==> config.mk <==
export PLATFORM = sky130hd
export DESIGN_NAME = aes_inv_addroundkey
export DESIGN_NICKNAME = d
export VERILOG_FILES = /design/src/rtl/aes_inv_addroundkey.sv
export SDC_FILE = /design/constraint.sdc
export NUM_CORES = 2
export LEC_CHECK = 0
export CORE_MARGIN = 10
export CORE_UTILIZATION = 62
export CTS_CLUSTER_DIAMETER = 80
export DETAILED_ROUTE_END_ITERATION = 8
export DONT_BUFFER_PORTS = 1
export PLACE_DENSITY = 0.78
export SLEW_MARGIN = 10
export SYNTH_ARGS = -nofsm -noshare
export SYNTH_HDL_FRONTEND = slang
export SYNTH_SLANG_ARGS = --single-unit
==> constraint.sdc <==
create_clock -name clk -period 2.6 [get_ports clk]
set_clock_uncertainty 0.2 [all_clocks]
set_input_delay 0.13 -clock clk [delete_from_list [all_inputs] [get_ports clk]]
set_output_delay 0.13 -clock clk [all_outputs]
set_load 0.02 [all_outputs]
==> src/rtl/aes_inv_addroundkey.sv <==
// Inverse-cipher AddRoundKey stage: XORs each accepted 128-bit state with the
// round key for the current round, counting rounds down from NR to 0.
// Byte order: [127:120] is state byte 0.
// Optional feature macro: AES_ARK_SKID_EN (2-entry skid buffer, registered in_ready).
module aes_inv_addroundkey #(
  parameter int NR = 10,
  parameter int RW = 4
) (
  input  logic          clk,
  input  logic          reset_n,
  input  logic          key_we,
  input  logic [RW-1:0] key_waddr,
  input  logic [127:0]  key_wdata,
  input  logic          restart,
  input  logic          in_valid,
  input  logic [127:0]  in_data,
  output logic          in_ready,
  output logic          out_valid,
  output logic [127:0]  out_data,
  output logic [RW-1:0] out_round,
  output logic          out_last,
  input  logic          out_ready
);

  typedef struct packed {
    logic [127:0]  data;
    logic [RW-1:0] round;
    logic          last;
  } beat_t;

  localparam logic [RW-1:0] NR_L = RW'(NR);

  logic [127:0]  keys [0:NR];
  logic [RW-1:0] cnt;
  logic [RW-1:0] cnt_eff;
  logic          accept;
  beat_t         beat;

  // restart takes effect before a same-cycle accept
  assign cnt_eff = restart ? NR_L : cnt;
  assign accept  = in_valid && in_ready;

  // Result of the beat being accepted this cycle (reads the pre-write key)
  always_comb begin
    beat.data  = in_data ^ keys[cnt_eff];
    beat.round = cnt_eff;
    beat.last  = (cnt_eff == '0);
  end

  // Round-key store, not reset; out-of-range addresses are dropped
  always_ff @(posedge clk) begin
    if (key_we && (key_waddr <= NR_L))
      keys[key_waddr] <= key_wdata;
  end

  // Round counter: NR down to 0, then back to NR on the final beat
  always_ff @(posedge clk or negedge reset_n) begin
    if (!reset_n)
      cnt <= NR_L;
    else if (accept)
      cnt <= (cnt_eff == '0) ? NR_L : cnt_eff - 1'b1;
    else if (restart)
      cnt <= NR_L;
  end

`ifdef AES_ARK_SKID_EN
  beat_t       skid [2];
  logic [1:0]  skid_cnt;
  logic [1:0]  skid_nxt;
  logic        load_out;

  // Output register may take a new value when empty or being drained
  assign load_out = !out_valid || out_ready;

  // Next skid occupancy; in_ready is low whenever both slots hold beats
  always_comb begin
    skid_nxt = skid_cnt;
    if (load_out) begin
      if ((skid_cnt != 2'd0) && !accept)
        skid_nxt = skid_cnt - 2'd1;
    end else if (accept) begin
      skid_nxt = skid_cnt + 2'd1;
    end
  end

  // Output register fed from the skid head first, so order is preserved
  always_ff @(posedge clk or negedge reset_n) begin
    if (!reset_n) begin
      out_valid <= 1'b0;
      out_data  <= '0;
      out_round <= '0;
      out_last  <= 1'b0;
      skid[0]   <= '0;
      skid[1]   <= '0;
      skid_cnt  <= 2'd0;
      in_ready  <= 1'b1;
    end else begin
      if (load_out) begin
        if (skid_cnt != 2'd0) begin
          {out_data, out_round, out_last} <= skid[0];
          out_valid <= 1'b1;
          if (skid_cnt == 2'd2)
            skid[0] <= skid[1];
          else if (accept)
            skid[0] <= beat;
        end else if (accept) begin
          {out_data, out_round, out_last} <= beat;
          out_valid <= 1'b1;
        end else begin
          out_valid <= 1'b0;
        end
      end else if (accept) begin
        skid[skid_cnt[0]] <= beat;
      end
      skid_cnt <= skid_nxt;
      in_ready <= (skid_nxt != 2'd2);
    end
  end
`else
  assign in_ready = !out_valid || out_ready;

  // Single output register: load on accept, hold on stall, clear on drain
  always_ff @(posedge clk or negedge reset_n) begin
    if (!reset_n) begin
      out_valid <= 1'b0;
      out_data  <= '0;
      out_round <= '0;
      out_last  <= 1'b0;
    end else if (accept) begin
      out_valid <= 1'b1;
      {out_data, out_round, out_last} <= beat;
    end else if (out_ready) begin
      out_valid <= 1'b0;
    end
  end
`endif

endmodule
==> key figures <==
STA
  – Final min period: 2.61 ns
  – Hold WS: -1.14 ns
  – Slew @ Worst Pin: 0.832 ns
  – Unrepaired setup endpoints after global routing: true
  – Final hold violations: 152
  – Final worst-path setup slack: -0.0105 ns
  – Fmax: 0.383 GHz
  – Setup TNS: -0.0107 ns
  – Final cycle utilization of the critical path: 100%
  – Max-slew headroom: 44.4%
  – Final-report max-slew violation count: 0
  – Final setup violating endpoints: 2

Critical path
  – Family with the most delay on the worst path: buffers and inverters
  – Worst EP arrival: 3.09 ns
  – CP endpoint: out_data[50]$_DFFE_PN0P_
  – Reg2reg setup slack: -0.01 ns
  – Top cell by count, worst path: buf_12
  – Crit start category: register
  – Max incr delay on CP: 0.66 ns
  – R2r endpoint: out_data[50]$_DFFE_PN0P_
  – Slowest cell on crit path: dfstp_4
  – Crit end category: register
  – Crit-path cells: buf_16 > buf_12 > buf_12 > o21ai_0 > dlygate4sd3_1 > o211ai_2 > o31ai_1 > xor2_1 > o21ai_1
  – Worst path depth: 9
  – Worst-path maximum fanout: 10
  – Reg-to-Reg Start: cnt[1]$_DFF_PN1_
  – WP buf/inv: 4
  – Worst endpoint required time: 3.07 ns
  – Crit Path Class: register to register
  – R2R cell count: 9
  – CP Launch Point: cnt[1]$_DFF_PN1_

Run status
  – Failing checks: hold timing, setup timing
  – Status: finished with violations

Global route
  – First-pass GRT wire length: 230000 microns
  – GRT overflow: 0
  – Vias in the first global route: 36.8k
  – Initial antenna violation count: 18
  – GRT Total Usage: 27.2%
  – Largest net degree at the start of global routing: 264

Drt
  – Vias: 36.7k
  – Avg Vias per Cell: 6.50
  – Drt first pass iters: 6
  – Drt total wl: 164000 microns
  – Initial DRC count: 3976
  – Drt drc: 0
  – Antenna-violating nets left: 0
  – Wire per inst: 29.0 microns

Yosys
  – EDFF count, synth: 1408
  – Ys Warns: 0
  – Asr flop ratio synth: 8.93%
  – Cell Area, Synth: 61600 sq um
  – Seq/Total Area, Yosys: 74.3%
  – Unique masters post-synth: 30
  – Yosys reg bits: 1546
  – Cells after Synth: 3654
  – Avg Inst Size Synth: 16.9 sq um
  – Most used DFF post-synth: edfxtp_1
  – Syn Nets: 3920

Hold path
  – Hold crit path type: input port to asynchronous set/reset pin

Power and ir drop
  – P_leak: 0.0261 uW
  – Final Total Pwr: 56600 uW
  – Worst VDD drop: 0.753 mV
  – PwrDens: 761 nW/um^2

Place
  – Detailed placement HPWL: 82900 microns
  – Final GP Congestion: 0.771
  – # port buffers: 0

CTS
  – Bufs on Longest Clock Path: 3
  – Htree depth: 4
  – Clock root buffer master: clkbuf_16
  – Worst-path clk slew: 0.06 ns
  – TritonCTS clock tree: yes
  – CTS buffer count: 152
  – Clock tree sinks: 1546
  – Clk_lat worst skew: 0.77 ns

Floorplanning
  – DIE WIDTH: 335 microns
  – Die Area: 112000 sq um
  – Core Rows: 115
  – Die span in y: 335 microns
  – Initial Util: 62.6%
  – Area of the core: 98400 sq um
  – # IOs: 401

Run
  – Max-Cap Viols: 0

Cells and area
  – Share of cells above drive strength 1: 14.9%
  – Filler cell count: 5207
  – Synth-to-Final Area Change: 20.8%
  – Final design utilization: 75.6%
  – Fin nets: 4485
per-stage QoR:
step | std cells | hold slack, ns | instance area [sq um] | setup slack [ns]
after global placement | 4862 | -0.359 | 64400 | 0.120
after detailed placement | 4862 | -0.359 | 64400 | 0.0534
after CTS | 5512 | -1.18 | 72900 | 0.0270
after floorplan | 3654 | -0.366 | 61700 | -1.72
after global routing | 5636 | -1.16 | 74400 | -0.0703
final | 5642 | -1.14 | 74400 | -0.0105
worst reg2reg max path: cells and delay by family (launching register included):
kind,cells,cell delay (ns)
XOR/XNOR,1,0.16
buffers and inverters,4,1.10
flip-flops,1,0.66
AO/OA/AOI/OAI,4,0.42
report_power, final:
part / total (uW) / internal, uW / switching, uW / leakage [uW]
combinational: 6550 / 2850 / 3700 / 0.00939
clock: 21000 / 11800 / 9190 / 0.00229
sequential: 29000 / 28000 / 1030 / 0.0144
final cells by class:
cell class	instances	area (sq um)	share of cell area, %
flip-flops and latches	1546	45700	61.5
well taps	1287	1610	2.16
repair buffers	671	7610	10.2
multi-input cells	1848	14700	19.7
clock inverters	52	419	0.563
diodes	15	37.5	0.0505
clock buffers	223	4280	5.76
worst min path at each step:
stage / from / endpoint / slack, ns / cells past startpoint
2_1_floorplan: reset_n / cnt[0]$_DFF_PN0_ / -0.37 / 0
3_3_place_gp: reset_n / out_data[44]$_DFFE_PN0P_ / -0.36 / 0
3_5_place_dp: reset_n / out_data[44]$_DFFE_PN0P_ / -0.36 / 0
4_1_cts: reset_n / out_data[51]$_DFFE_PN0P_ / -1.18 / 0
5_1_grt: reset_n / out_data[46]$_DFFE_PN0P_ / -1.16 / 0
6_report: reset_n / out_data[46]$_DFFE_PN0P_ / -1.14 / 0
layout by cell type, fill, tap and decap left out, types with 128 or more instances in the layout:
cell / netlist / routed
nand2_1: 135 / 133
o21ai_0: 133 / 130
dfrtp_1: 136 / 135
nor2_1: 147 / 139
dlygate4sd3_1: 0 / 439
nor3b_1: 128 / 128
edfxtp_1: 1408 / 1408
o21ai_1: 128 / 131
mux2i_1: 512 / 510
xor2_1: 129 / 129
clkbuf_16: 0 / 167
routing by layer:
layer  wire length [microns]  up-vias  track usage (%)
met3                   15700      379             5.66
met4                    5060       12             9.13
li1                        -    15600                -
met2                   81400     2121             45.4
met1                   61600    18600             35.4
met5                      75        -                0
timing repair:
| item | 4_1_cts | 5_1_grt |
|---|---|---|
| resized for setup | 0 | 33 |
| hold buffers | 375 | 67 |
| endpoints found under the setup margin | 0 | 48 |
| endpoints found under the hold margin | 2713 | 239 |
| buffers inserted | 0 | 35 |
logic make-up after synthesis:
family                    synth area share (%)
and+or+nand+nor                           3.48
DFF                                       74.3
buffers and inverters                     2.23
muxes                                     8.32
AOI/OAI and AO/OA                         9.86
xor gates and xnor gates                  1.83
synth_stat cells, drive strengths merged, types with 3 or more instances:
library cell     n  area, sq um
buf            155          976
o32ai          128         1120
dfrtp          136         3400
o31ai          129         1420
clkbuf         106          398
nor2           147          552
nor3             3         15.0
nand2b           9         56.3
o21ai          261         1310
nor3b          128          961
nand2          135          507
mux2i          512         5120
o211ai         128         1410
o22ai          128          801
edfxtp        1408        42300
xor2           129         1130
or2              3         18.8
flip-flops by register name, summed over array words and instances (netlist names):
register,flops
out_round,4
cnt,4
keys,1408
out_valid,1
out_data,128
out_last,1
Note: power is estimated with default switching activity, not from simulation.
